$ cat src/rtl/mux_scanner_pkg.sv
// Shared types and constants for the multiplexed channel scanner.
package mux_scanner_pkg;

  localparam int NUM_CH    = 4;
  localparam int SEL_W     = 2;
  localparam int CNT_W     = 4;
  localparam int DWELL_MAX = 15;

  typedef enum logic [1:0] {
    ST_IDLE   = 2'd0,
    ST_SETTLE = 2'd1,
    ST_SAMPLE = 2'd2,
    ST_FIN    = 2'd3
  } state_t;

endpackage

$ cat src/rtl/mux_scanner_if.sv
// Scan request / channel bus between a scanner and whoever drives it.
interface mux_scanner_if;

  logic                                 start;
  logic [mux_scanner_pkg::NUM_CH-1:0]   a;
  logic [mux_scanner_pkg::SEL_W-1:0]    sel;
  logic                                 o;
  logic [mux_scanner_pkg::NUM_CH-1:0]   data;
  logic                                 busy;
  logic                                 done;

  modport master (
    output start, a,
    input  sel, o, data, busy, done
  );

  modport slave (
    input  start, a,
    output sel, o, data, busy, done
  );

endinterface

$ cat src/rtl/mux4to1.sv
// Plain 4:1 bit selector shared across the analog front-end blocks.
module mux4to1 (
  input  logic [3:0] a,
  input  logic [1:0] sel,
  output logic       o
);

  assign o = a[sel];

endmodule

$ cat src/rtl/mux_scanner_ctrl.sv
// Scan sequencer: walks SEL over all channels, dwells, samples the mux
// output and publishes the whole word at once.
//
//   state  | meaning
//   -------+------------------------------------------------------------
//   IDLE   | waiting for start; outputs hold the last completed word
//   SETTLE | mux settling on channel SEL, dwell counter running down
//   SAMPLE | one cycle; O is captured into shadow[SEL] on the exit edge
//   FIN    | data holds the fresh word, done pulses, then back to IDLE
module mux_scanner_ctrl
  import mux_scanner_pkg::*;
#(
  parameter int DWELL = 1
) (
  input  logic              clk,
  input  logic              rst_n,
  input  logic              start,
  input  logic              o,
  output logic [SEL_W-1:0]  sel,
  output logic [NUM_CH-1:0] data,
  output logic              busy,
  output logic              done
);

  localparam logic [CNT_W-1:0] RELOAD   = CNT_W'(DWELL - 1);
  localparam logic [SEL_W-1:0] LAST_SEL = SEL_W'(NUM_CH - 1);

  state_t              state_q, state_d;
  logic [SEL_W-1:0]    sel_q, sel_d;
  logic [CNT_W-1:0]    cnt_q, cnt_d;
  logic [NUM_CH-1:0]   shadow_q, shadow_d;
  logic [NUM_CH-1:0]   data_q, data_d;

  // State, channel pointer, dwell timer and capture registers.
  always_ff @(posedge clk or negedge rst_n) begin
    if (!rst_n) begin
      state_q  <= ST_IDLE;
      sel_q    <= '0;
      cnt_q    <= '0;
      shadow_q <= '0;
      data_q   <= '0;
    end else begin
      state_q  <= state_d;
      sel_q    <= sel_d;
      cnt_q    <= cnt_d;
      shadow_q <= shadow_d;
      data_q   <= data_d;
    end
  end

  // Next-state logic; the last channel's bit is merged straight into data
  // so a partially built word never shows on the output.
  always_comb begin
    state_d  = state_q;
    sel_d    = sel_q;
    cnt_d    = cnt_q;
    shadow_d = shadow_q;
    data_d   = data_q;
    case (state_q)
      ST_IDLE: begin
        if (start) begin
          state_d = ST_SETTLE;
          sel_d   = '0;
          cnt_d   = RELOAD;
        end
      end
      ST_SETTLE: begin
        if (cnt_q == '0) begin
          state_d = ST_SAMPLE;
        end else begin
          cnt_d = cnt_q - 1'b1;
        end
      end
      ST_SAMPLE: begin
        shadow_d[sel_q] = o;
        if (sel_q == LAST_SEL) begin
          state_d = ST_FIN;
          data_d  = shadow_d;
        end else begin
          state_d = ST_SETTLE;
          sel_d   = sel_q + 1'b1;
          cnt_d   = RELOAD;
        end
      end
      ST_FIN: begin
        state_d = ST_IDLE;
        sel_d   = '0;
      end
      default: begin
        state_d = ST_IDLE;
        sel_d   = '0;
      end
    endcase
  end

  assign sel  = sel_q;
  assign data = data_q;
  assign busy = (state_q == ST_SETTLE) || (state_q == ST_SAMPLE);
  assign done = (state_q == ST_FIN);

endmodule

$ cat src/rtl/mux_scanner.sv
// Multiplexed channel scanner: shared 4:1 mux plus the scan sequencer.
// A is deliberately not registered; O follows A[SEL] combinationally.
module mux_scanner
  import mux_scanner_pkg::*;
#(
  parameter int DWELL = 1
) (
  input  logic          clk,
  input  logic          rst_n,
  mux_scanner_if.slave  bus
);

  logic [SEL_W-1:0]  sel;
  logic              o;
  logic [NUM_CH-1:0] data;
  logic              busy;
  logic              done;

  generate
    if (DWELL < 1 || DWELL > DWELL_MAX) begin : g_bad_dwell
      $error("mux_scanner: DWELL=%0d outside 1..%0d", DWELL, DWELL_MAX);
    end
  endgenerate

  mux4to1 u_mux (
    .a   (bus.a),
    .sel (sel),
    .o   (o)
  );

  mux_scanner_ctrl #(
    .DWELL (DWELL)
  ) u_ctrl (
    .clk   (clk),
    .rst_n (rst_n),
    .start (bus.start),
    .o     (o),
    .sel   (sel),
    .data  (data),
    .busy  (busy),
    .done  (done)
  );

  assign bus.sel  = sel;
  assign bus.o    = o;
  assign bus.data = data;
  assign bus.busy = busy;
  assign bus.done = done;

endmodule
$ cat src/flat_wrapper.sv
// flat-port wrapper written by rule: the top's interface ports become plain ports
module mux_scanner_flat import mux_scanner_pkg::*;
#(
  parameter int DWELL = 1
)
  (clk, rst_n, bus_start, bus_a, bus_sel, bus_o, bus_data, bus_busy, bus_done);
  mux_scanner_if bus_i ();
  input  logic clk;
  input  logic rst_n;
  input wire logic [$bits(bus_i.start)-1:0] bus_start;
  input wire logic [$bits(bus_i.a)-1:0] bus_a;
  output wire logic [$bits(bus_i.sel)-1:0] bus_sel;
  output wire logic [$bits(bus_i.o)-1:0] bus_o;
  output wire logic [$bits(bus_i.data)-1:0] bus_data;
  output wire logic [$bits(bus_i.busy)-1:0] bus_busy;
  output wire logic [$bits(bus_i.done)-1:0] bus_done;
  assign bus_i.start = bus_start;
  assign bus_i.a = bus_a;
  assign bus_sel = bus_i.sel;
  assign bus_o = bus_i.o;
  assign bus_data = bus_i.data;
  assign bus_busy = bus_i.busy;
  assign bus_done = bus_i.done;
  mux_scanner #(.DWELL(DWELL)) u_core (.clk(clk), .rst_n(rst_n), .bus(bus_i));
endmodule
$ cat config.mk
export PLATFORM = sky130hd
export DESIGN_NAME = mux_scanner_flat
export DESIGN_NICKNAME = d
export VERILOG_FILES = /design/src/rtl/mux_scanner_pkg.sv /design/src/rtl/mux_scanner_if.sv /design/src/rtl/mux4to1.sv /design/src/rtl/mux_scanner_ctrl.sv /design/src/rtl/mux_scanner.sv /design/src/flat_wrapper.sv
export SDC_FILE = /design/constraint.sdc
export NUM_CORES = 1
export LEC_CHECK = 0
export ABC_AREA = 1
export BUFFER_PORTS_ARGS = -buffer_cell sky130_fd_sc_hd__buf_2
export CORE_MARGIN = 2
export CORE_UTILIZATION = 50
export CTS_BUF_LIST = sky130_fd_sc_hd__clkbuf_8
export CTS_CLUSTER_DIAMETER = 40
export CTS_CLUSTER_SIZE = 25
export DETAILED_ROUTE_END_ITERATION = 8
export GPL_ROUTABILITY_DRIVEN = 0
export PLACE_DENSITY = 0.82
export SETUP_SLACK_MARGIN = 0.15
export SYNTH_ARGS = -nofsm -noshare
export SYNTH_HDL_FRONTEND = slang
export SYNTH_SLANG_ARGS = --single-unit
$ cat constraint.sdc
create_clock -name clk -period 2.5 [get_ports clk]
set_input_delay 0.125 -clock clk [delete_from_list [all_inputs] [get_ports clk]]
set_output_delay 0.125 -clock clk [all_outputs]
set_load 0.01 [all_outputs]
Word-level counts from Yosys, hierarchy flattened
Index checks and enable logic that the tools add are counted.

Register bits after elaboration: 16. Latch bits: 0. Memory bits (writable): 0. ROM bits: 0. Output and inout port bits: 9. Memories: 0.

$add $sub $neg: 2. $mul: 0. Divide/modulo/power cells: 0. $lt $le $gt $ge: 2. Equality and inequality tests: 8. Shifts and indexed selects: 0. Muxes and demuxes: 16. Bitwise logic cells: 0. Reduce and logical (&&, ||, !) cells: 10.

Operator list (number): two-way mux 4 bit (3); case mux 4 bit (3 select lines) (1); two-way mux 2 bit (5); inequality test 2 bit (second input constant) (4); case mux 2 bit (4 select lines) (1); == test 2 bit (second input constant) (3); case mux 2 bit (3 select lines) (1); nonzero test 3 bit (2); bitwise mux 4 bit (1); zero test 4 bit (1); AND reduction 2 bit (2); AND reduction 4 bit (1); subtractor 4 x 1 -> 4 bit (second input constant) (1); < comparator 2 x 3 -> 1 bit (second input constant) (1); AND reduction 3 bit (1); adder 2 x 1 -> 2 bit (second input constant) (1); binary-select mux 1 bit (select 2 bit) (1); demux 1 bit (select 2 bit) (1); == test 2 x 1 -> 1 bit (second input constant) (1); >= comparator 2 x 1 -> 1 bit (second input constant) (1); zero test 2 bit (1); two-way mux 1 bit (2); logical AND 1 bit (1); logical OR 1 bit (1).

Logic depth before layout (Yosys ltp)
Gate-level depths: netlist of the first run.

Depth after elaboration: 5. Depth in mapped cells: 9.

By module
From an unflattened synthesis of the first run, not the netlist that was laid out.

Cell total of the unflattened synthesis: 121. Area, all modules: 965.9 um^2.

Modules (own cells, without submodules): mux_scanner_ctrl (instances 1, cells an instance 108, area an instance 914.6 um^2, seq. area each 375.4 um^2); mux4to1 (instances 1, cells an instance 13, area an instance 51.3 um^2, seq. area each 0.0 um^2).

Worst setup path after synthesis of the first run
Ideal clock, no wire load.

Path type: register to register. Start point: register u_core.u_ctrl.state_q[0]. End point: register u_core.u_ctrl.cnt_q[3]. Library setup time: 118 ps. Arrival time: 1216 ps. Required time: 2382 ps. Path slack: 1166 ps. Stages on the path, launching flop included: 10. Clock period less this slack: 1334 ps. Cell sequence: dfrtp_1 inv_1 ha_1 buf_6 nand2_8 nand2_4 nor2_4 nand2_4 nand2_1 o21ai_2.

Cells in the longest elaborated chain, start to end: 3. Elaborated cells on any way between the ends: 9.

RTL lines: from (decl) (RTL line mux_scanner_ctrl.sv:28) `state_t state_q, state_d;`; from (signal assigned) (RTL line mux_scanner_ctrl.sv:43) `state_q <= state_d;`; == test 2 x 1 -> 1 bit (tied with other cells) (RTL line mux_scanner_ctrl.sv:59) `case (state_q)`; inequality test 2 bit (no source line) / nonzero test 3 bit (equally long branches); AND reduction 4 bit (no source line); to (signal assigned) (RTL line mux_scanner_ctrl.sv:45) `cnt_q <= cnt_d;`; to (decl) (RTL line mux_scanner_ctrl.sv:30) `logic [CNT_W-1:0] cnt_q, cnt_d;`.

Parallel ways exist; a longest one is shown, timed or not. A chain may end at the register's enable or synchronous reset.

Worst setup path in the final report of the first run
Start point: register u_core.u_ctrl.state_q[0]. End point: register u_core.u_ctrl.sel_q[1] (netlist: u_core.u_ctrl.sel[1]).

Cells in the longest elaborated chain, start to end: 3. Elaborated cells on any way between the ends: 8.

RTL lines: == test 2 bit / zero test 2 bit (equally long branches) (RTL line mux_scanner_ctrl.sv:59); inequality test 2 bit (no source line) / nonzero test 3 bit (equally long branches); AND reduction 3 bit (no source line); to (signal assigned) (RTL line mux_scanner_ctrl.sv:44) `sel_q <= sel_d;`; to (decl) (RTL line mux_scanner_ctrl.sv:29) `logic [SEL_W-1:0] sel_q, sel_d;`.

Parallel ways exist; a longest one is shown, timed or not.

==> impl_metrics.json, run 1 <==
{
  "result_of_the_run": "finished clean",
  "tritoncts": "built",
  "avgSynthCellArea_um2": 8.535,
  "floorplan.rows": 15,
  "setup_violations": 0,
  "layout_setup_ws_ps": 957.0,
  "layout.filler_cells": 164,
  "post_synthesis_cell_area_um2": 955.9,
  "nets": 150,
  "fin_hold_ws_ps": 308.0,
  "cts.root.buffer_cell": "clkbuf_8",
  "drive_above_1_share_pct": 25.95,
  "dpl-instance-area_um2": 1051,
  "number_of_buffers_inserted_by_port_buffering": 15,
  "syn2layout_area_growth_pct": 15.84,
  "detailed_place_hpwl_mm": 1.405,
  "worst_setup_path_start_kind": "flip-flop",
  "worstSkewPairLatency_ps": 250,
  "yosysWarnings": 0,
  "number_of_buffers_created_by_cts": 3,
  "max_slew_margin_pct": 71.37,
  "tightest_slew_ps": 429.5,
  "reg2reg_slack_ps": 960,
  "dp_slack_ps": 988.3,
  "cts_repair_resizes": 0,
  "cts_post_setup_buffers_inserted": 0,
  "die_y_um": 47.73,
  "detail-route-antenna-nets": 0,
  "critPathTopFamily": "simple AND/OR/NAND/NOR gates",
  "io-pin-count": 16,
  "worst_path_max_delay_cell": "dfrtp_1",
  "ys_seq_elements": 15,
  "grt_start_max_net_pins": 16,
  "path_clk_slew_ps": 60,
  "max-vdd-ir-drop_uv": 767.4,
  "worst_hold_path_type": "input pin to async pin",
  "unrepaired_setup_endpoints_after_global_routing": "false",
  "finalWorstPathRequiredPeriod_ps": 1543,
  "worst_clock_skew_ps": 3.143,
  "antenna_found_initial": 0,
  "die-width_um": 47.73,
  "critical_path.n_buffers_inverters": 1,
  "cts_hold_repair.buffers": 1,
  "overflow": 0,
  "detail_route.vias_per_cell": 4.981,
  "n_antenna_cell": 0,
  "grtUsageTotal_pct": 19.43,
  "postSynthNetCount": 130,
  "cpPeakStageDelay_ps": 430,
  "pwr_density_cell_nw_per_um2": 1161,
  "route.detailed.drc": 0,
  "fin_util_pct": 62.77,
  "worstPathMaxFanout": 8,
  "routedWlPerCell_um": 11.45,
  "report.final.slew_viol_count": 0,
  "router_iterations_before_antenna_repair": 4,
  "number_of_hold_slack_violations_in_the_final_timing_report": 0,
  "post_synth_num_cell_types": 19,
  "p_leak_nw": 0.5766,
  "dieArea_um2": 2278,
  "routed_wirelength_mm": 1.786,
  "synthCells": 112,
  "max_cap_viol_count": 0,
  "drt_iter0_markers": 11,
  "via_count_of_the_first_global_routing_pass": 710,
  "core_area_um2": 1764,
  "maxClockFrequency_mhz": 648.1,
  "post-route-period-util_pct": 61.72,
  "timing.setup.tns_ps": 0,
  "ctsLongestPathBuffers": 2,
  "initial_utilization_pct": 54.18,
  "worstPathCellList": "inv_1 > ha_1 > nand2_8 > nand2_4 > nor2_2 > nand3_1 > o21ai_0",
  "worst_setup_path_end_kind": "flip-flop",
  "h_tree_depth_reported_by_cts": 1,
  "vias_after_detailed_routing": 777,
  "stdcell_area_um2": 1107,
  "grt_pass1_wl_mm": 3.001,
  "worst-endpoint-arrival_ps": 1710,
  "clkSinkCount": 15,
  "critical_path_required_ps": 2670,
  "synth.yosys.seq_area_share_pct": 39.27,
  "path_class": "flip-flop to flip-flop"
}
cells in the final DEF (no fill, tap or decap):
cell | netlist | final
nand4_2 | 1 | 1
or2_2 | 4 | 4
dlygate4sd3_1 | 0 | 1
o21ai_0 | 3 | 3
nand3_1 | 14 | 14
dfrtp_1 | 15 | 15
nor2_1 | 2 | 2
o21ai_2 | 1 | 1
nand4_1 | 1 | 1
clkinv_2 | 0 | 1
ha_1 | 11 | 11
nand2_2 | 1 | 1
o21ai_1 | 4 | 4
inv_2 | 2 | 2
nor2_2 | 1 | 1
clkbuf_8 | 0 | 3
nand2_8 | 2 | 2
inv_1 | 11 | 11
nand2_1 | 35 | 35
buf_2 | 0 | 15
nor2_4 | 1 | 1
nand2_4 | 2 | 2
synth_stat cells:
| cell type | n | share of area (%) |
|---|---|---|
| nand4_1 | 1 | 0.65 |
| nor2_2 | 1 | 0.65 |
| inv_1 | 11 | 4.3 |
| nand3_1 | 14 | 7.3 |
| o21ai_0 | 3 | 1.6 |
| nand2_1 | 35 | 14 |
| nor2_4 | 1 | 1.2 |
| nand2_8 | 2 | 4.2 |
| nand4_2 | 1 | 1.3 |
| o21ai_2 | 1 | 0.92 |
| nor2_1 | 2 | 0.79 |
| inv_2 | 2 | 0.79 |
| nand2_4 | 2 | 2.4 |
| buf_6 | 1 | 1.2 |
| or2_2 | 4 | 2.6 |
| dfrtp_1 | 15 | 39 |
| ha_1 | 11 | 14 |
| nand2_2 | 1 | 0.65 |
| o21ai_1 | 4 | 2.1 |
per-layer routing:
| metal | wire length (um) | vias up | track usage, % |
|---|---|---|---|
| li1 | - | 396 | - |
| met4 | 28 | 0 | 8.108 |
| met1 | 822 | 355 | 22.92 |
| met2 | 852 | 21 | 32.80 |
| met3 | 83 | 5 | 5.660 |
| met5 | 0 | - | 0 |
registers in the layout, summed over array words and instances, names as in the netlist:
register,flops
u_core.u_ctrl.cnt_q,4
u_core.u_ctrl.data,4
u_core.u_ctrl.shadow_q,3
u_core.u_ctrl.sel,2
u_core.u_ctrl.state_q,2
power breakdown:
part / internal (W) / switching, W / total [W]
Clock: 0.000110 / 0.0000849 / 0.000195
Combinational: 0.000264 / 0.000412 / 0.000676
Sequential: 0.000336 / 0.0000786 / 0.000414
Total: 0.000710 / 0.000576 / 0.00129
per-stage QoR:
stage          power [W]  instances
2_1_floorplan  0.0009332        112
3_3_place_gp    0.001059        151
3_5_place_dp    0.001094        151
4_1_cts         0.001294        156
5_1_grt         0.001401        156
6_report        0.001286        156
worst paths after layout:
path | startpoint | end | cells after the start
min in group clk | bus_start | u_core.u_ctrl.state_q[1] | 5
min | rst_n | u_core.u_ctrl.shadow_q[2] | 2
max reg2reg | u_core.u_ctrl.state_q[0] | u_core.u_ctrl.sel[1] | 7
min reg2reg | u_core.u_ctrl.shadow_q[1] | u_core.u_ctrl.shadow_q[1] | 2
max in group asynchronous | rst_n | u_core.u_ctrl.shadow_q[0] | 2
max | u_core.u_ctrl.state_q[0] | u_core.u_ctrl.sel[1] | 7
logic make-up (layout without fill, tap and decap cells):
logic type / after synthesis / in the layout / synth area share, %
fa+ha+maj: 11 / 11 / 14.40
simple gates: 64 / 64 / 35.47
flops: 15 / 15 / 39.27
buf+inv: 14 / 33 / 6.283
compound gates: 8 / 8 / 4.581
cell type report:
cell class / instances / area (um^2) / area share (%)
inverters: 13 / 48.80 / 4.407
clock inverters: 1 / 5.005 / 0.4520
well taps: 25 / 31.28 / 2.825
clock buffers: 3 / 41.29 / 3.729
multi-input cells: 83 / 520.5 / 47.01
repair buffers: 16 / 85.08 / 7.684
flip-flops and latches: 15 / 375.4 / 33.90
(Power assumes the default switching activity.)
==> inputs of run 2 (changes only) <==
Clock period 2.5 ns to 1.58 ns, I/O delays scaled along.
==> impl_metrics.json, run 2 (synthesis gave the netlist of run 1 again) <==
{
  "result_of_the_run": "finished clean",
  "layout.cells.most_common": "nand2_1",
  "core_area_um2": 1764,
  "area_of_the_multi_input_gates_um2": 528.0,
  "router_iterations_before_antenna_repair": 4,
  "cts.root.buffer_cell": "clkbuf_8",
  "routedWlPerCell_um": 11.94,
  "max-vdd-ir-drop_uv": 976.6,
  "overflow": 0,
  "worst-r2r-cell-count": 6,
  "drt_iter0_markers": 13,
  "path_class": "flip-flop to flip-flop",
  "n_antenna_cell": 0,
  "worst_setup_path_end_kind": "flip-flop",
  "ctsLongestPathBuffers": 2,
  "die_y_um": 47.73,
  "path_clk_slew_ps": 60,
  "worst-endpoint-arrival_ps": 1490,
  "number_of_buffers_inserted_by_port_buffering": 15,
  "critPathTopFamily": "flip-flops",
  "grtUsageTotal_pct": 20.90,
  "report.final.slew_viol_count": 0,
  "worst_path_max_delay_cell": "dfrtp_2",
  "worstPathMaxFanout": 5,
  "worst_hold_path_type": "input pin to async pin",
  "h_tree_depth_reported_by_cts": 1,
  "vias_after_detailed_routing": 801,
  "detail-route-antenna-nets": 0,
  "tritoncts": "built",
  "p_leak_nw": 0.5810,
  "maxClockFrequency_mhz": 743.2,
  "worst_clock_skew_ps": 2.174,
  "cpPeakStageDelay_ps": 430,
  "grt_pass1_wl_mm": 3.256,
  "unrepaired_setup_endpoints_after_global_routing": "true",
  "register_area_um2": 377.9,
  "setup_violations": 0,
  "max_slew_margin_pct": 77.74,
  "nets": 152,
  "dieArea_um2": 2278,
  "grt_start_max_net_pins": 16,
  "io-pin-count": 16,
  "fin_hold_ws_ps": 258.4,
  "finalWorstPathRequiredPeriod_ps": 1345,
  "critical_path_required_ps": 1730,
  "layout.filler_cells": 156,
  "tightest_slew_ps": 333.9,
  "detail_route.vias_per_cell": 5.070,
  "worstPathCellList": "inv_1 > ha_2 > nand2_8 > nand2_4 > nor2_2 > o21ai_0",
  "floorplan.rows": 15,
  "worst_setup_path_start_kind": "flip-flop",
  "critical_path_sink": "u_core.u_ctrl.sel[1]",
  "number_of_buffers_created_by_cts": 3,
  "antenna_found_initial": 0,
  "number_of_hold_slack_violations_in_the_final_timing_report": 0,
  "timing.critical_path.depth": 6,
  "max_cap_viol_count": 0,
  "routed_wirelength_mm": 1.887,
  "route.detailed.drc": 0,
  "crit-reg2reg-capture": "u_core.u_ctrl.sel[1]",
  "reg2reg_slack_ps": 230,
  "worstSkewPairLatency_ps": 250,
  "dpl-instance-area_um2": 1059,
  "timing.setup.tns_ps": 0,
  "crit_startpoint": "u_core.u_ctrl.state_q[1]",
  "layout.cells.most_common_list": "35 x nand2_1, 15 x buf_2, 14 x nand3_1",
  "pwr_density_cell_nw_per_um2": 1855,
  "r2r_start": "u_core.u_ctrl.state_q[1]",
  "initial_utilization_pct": 54.18,
  "clkSinkCount": 15,
  "via_count_of_the_first_global_routing_pass": 772,
  "critical_path.n_buffers_inverters": 1,
  "syn2layout_area_growth_pct": 18.32,
  "drive_above_1_share_pct": 30.08,
  "stdcell_area_um2": 1131,
  "detailed_place_hpwl_mm": 1.498,
  "die-width_um": 47.73,
  "post-route-period-util_pct": 85.16
}
==> run 2: cell types whose count changed in the layout (fill, tap and decap cells not counted) <==
cell	change
clkinv_2	-1
inv_1	+1
ha_1	-3
dfrtp_1	-2
buf_4	+2
ha_2	+3
dfrtp_2	+2
==> run 2: metrics by stage <==
step           utilization [%]  total power (W)  worst slack (ps)  instances
3_5_place_dp             60.00         0.001759             152.0        152
2_1_floorplan                -         0.001477             246.0        112
3_3_place_gp             60.00         0.001680             252.0        152
6_report                 64.11         0.002098             234.5        158
4_1_cts                  63.55         0.002094             158.2        158
5_1_grt                  64.11         0.002311             133.5        158
==> run 2: metal layers <==
metal	track usage (%)	wire length [um]	part of all wire (%)	vias to the layer above
met5	0	0	0	-
met4	10.27	43	2.3	0
met3	5.283	88	4.7	7
met2	33.87	934	49	19
met1	25.76	820	43	380
li1	-	-	-	395
==> run 2: timing repair <==
action	CTS	global route
endpoints found under the hold margin	15	0
resized for setup	0	5
endpoints found under the setup margin	1	9
buffers inserted	1	0
pin swaps	0	0
hold buffers	1	0
==> run 2: cell type report <==
cell class                      instances  area share (%)
Sequential cell                        15           33.41
Timing Repair Buffer                   18           8.850
Clock buffer                            3           3.650
Inverter                               13           4.314
Clock inverter                          1          0.3319
Multi-Input combinational cell         83           46.68
Tap cell                               25           2.765
==> run 2: worst min path at each step <==
stage           from                   endpoint  slack (ps)  cells past startpoint
6_report       rst_n  u_core.u_ctrl.shadow_q[1]         260                      2
5_1_grt        rst_n  u_core.u_ctrl.shadow_q[1]         300                      2
4_1_cts        rst_n  u_core.u_ctrl.shadow_q[2]         270                      2
3_3_place_gp   rst_n  u_core.u_ctrl.shadow_q[1]          -7                      1
2_1_floorplan  rst_n     u_core.u_ctrl.cnt_q[0]        -220                      0
3_5_place_dp   rst_n      u_core.u_ctrl.data[1]           4                      1
==> run 2: power breakdown <==
part	internal, W	switching [W]	total [W]
logic	0.000458	0.000678	0.00114
clock network	0.000172	0.000134	0.000307
registers	0.000536	0.000119	0.000655
total	0.00117	0.000931	0.00210
==> inputs of run 3 (changes only) <==
Settings changed: RECOVER_POWER set to 25.
==> impl_metrics.json, run 3 (synthesis gave the netlist of run 1 again) <==
{
  "drive_above_1_share_pct": 29.32,
  "unrepaired_setup_endpoints_after_global_routing": "true",
  "overflow": 0,
  "nets": 152,
  "worst_clock_skew_ps": 2.174,
  "timing.setup.tns_ps": 0,
  "floorplan.rows": 15,
  "core_area_um2": 1764,
  "max_slew_margin_pct": 46.73,
  "h_tree_depth_reported_by_cts": 1,
  "syn2layout_area_growth_pct": 18.19,
  "ctsLongestPathBuffers": 2,
  "number_of_hold_slack_violations_in_the_final_timing_report": 0,
  "drt_iter0_markers": 13,
  "layout.cells.most_common_list": "35 x nand2_1, 14 x nand3_1, 14 x buf_2",
  "number_of_buffers_created_by_cts": 3,
  "dpl-instance-area_um2": 1059,
  "routed_wirelength_mm": 1.885,
  "routedWlPerCell_um": 11.93,
  "detail_route.vias_per_cell": 5.070,
  "n_antenna_cell": 0,
  "r2r_start": "u_core.u_ctrl.state_q[1]",
  "placedCellCount": 152,
  "critical_path_required_ps": 1730,
  "cts.root.buffer_cell": "clkbuf_8",
  "dieArea_um2": 2278,
  "detail-route-antenna-nets": 0,
  "final_cells": 158,
  "worst_hold_path_type": "input pin to flip-flop",
  "worst-endpoint-arrival_ps": 1490,
  "max_cap_viol_count": 0,
  "die-width_um": 47.73,
  "grt_start_max_net_pins": 16,
  "max-vdd-ir-drop_uv": 976.6,
  "path_clk_slew_ps": 60,
  "min_from": "bus_a[0]",
  "vias_after_detailed_routing": 801,
  "router_iterations_before_antenna_repair": 4,
  "layout.cells.most_common": "nand2_1",
  "stdcell_area_um2": 1130,
  "pwr_density_cell_nw_per_um2": 1856,
  "die_y_um": 47.73,
  "path_class": "flip-flop to flip-flop",
  "grtUsageTotal_pct": 20.90,
  "number_of_buffers_inserted_by_port_buffering": 15,
  "via_count_of_the_first_global_routing_pass": 772,
  "tritoncts": "built",
  "worstPathMaxFanout": 5,
  "initial_utilization_pct": 54.18,
  "setup_violations": 0,
  "clkSinkCount": 15,
  "grt_pass1_wl_mm": 3.256,
  "fin_hold_ws_ps": 284.5,
  "layout.filler_cells": 154,
  "io-pin-count": 16,
  "route.detailed.drc": 0,
  "worst_setup_path_end_kind": "flip-flop",
  "report.final.slew_viol_count": 0,
  "crit_startpoint": "u_core.u_ctrl.state_q[1]",
  "worst_setup_path_start_kind": "flip-flop",
  "detailed_place_hpwl_mm": 1.498,
  "tightest_slew_ps": 799.0,
  "fin_util_pct": 64.04,
  "worstSkewPairLatency_ps": 250,
  "antenna_found_initial": 0,
  "result_of_the_run": "finished clean",
  "p_leak_nw": 0.5782,
  "post-route-period-util_pct": 85.16,
  "finalWorstPathRequiredPeriod_ps": 1345,
  "maxClockFrequency_mhz": 743.2
}
==> run 3: changes by cell type in the layout (fill, tap and decap cells not counted) <==
cell / change
buf_2: -1
clkbuf_1: +1
==> run 3: area by class of cell <==
cell class                      count  area, um^2  share of cell area (%)
Multi-Input combinational cell     83       528.0                   46.73
Timing Repair Buffer               18       98.84                   8.749
Tap cell                           25       31.28                   2.769
Clock buffer                        3       41.29                   3.654
Inverter                           13       48.80                   4.319
Sequential cell                    15       377.9                   33.44
Clock inverter                      1       3.754                  0.3322
==> run 3: path summary, 6_finish.rpt <==
path | end | slack, ps | depth (start not counted)
max in group asynchronous | u_core.u_ctrl.state_q[1] | 610 | 2
min in group asynchronous | u_core.u_ctrl.shadow_q[1] | 430 | 2
setup reg to reg | u_core.u_ctrl.sel[1] | 230 | 6
hold reg to reg | u_core.u_ctrl.data[2] | 480 | 2
hold / removal | u_core.u_ctrl.data[3] | 280 | 7
setup / recovery | u_core.u_ctrl.sel[1] | 230 | 6
==> run 3: metal layers <==
metal  share of wire, %  vias up  GRT usage [%]
met1                 43      380          25.76
met3                5.0        7          5.283
met5                  0        -              0
li1                   -      395              -
met4                2.3        0          10.27
met2                 50       19          33.87
==> run 3: power by group <==
group          leakage (nW)  switching [W]  internal (W)  total, W
clock network        0.0269       0.000134      0.000172  0.000307
registers             0.176       0.000119      0.000536  0.000655
logic                 0.375       0.000678      0.000458   0.00114
==> run 3: metrics by stage <==
| stage | setup slack, ps | total power, W |
|---|---|---|
| floorplan | 246.0 | 0.001477 |
| global placement | 252.0 | 0.001680 |
| detailed placement | 152.0 | 0.001759 |
| CTS | 158.2 | 0.002094 |
| global route | 133.5 | 0.002310 |
| finish | 234.5 | 0.002098 |
==> run 3: repair_timing <==
action	in CTS	in global routing
endpoints found under the setup margin	1	9
setup buffers	1	0
hold buffers	1	0
resized for setup	0	5
endpoints found under the hold margin	15	0
gates cloned	0	0
==> run 3: critical path, cell delays in order, from the launching register on <==
cell and delay [ps]:
dfrtp_2 430, inv_1 120, ha_2 260, nand2_8 70, nand2_4 80, nor2_2 50, o21ai_0 220
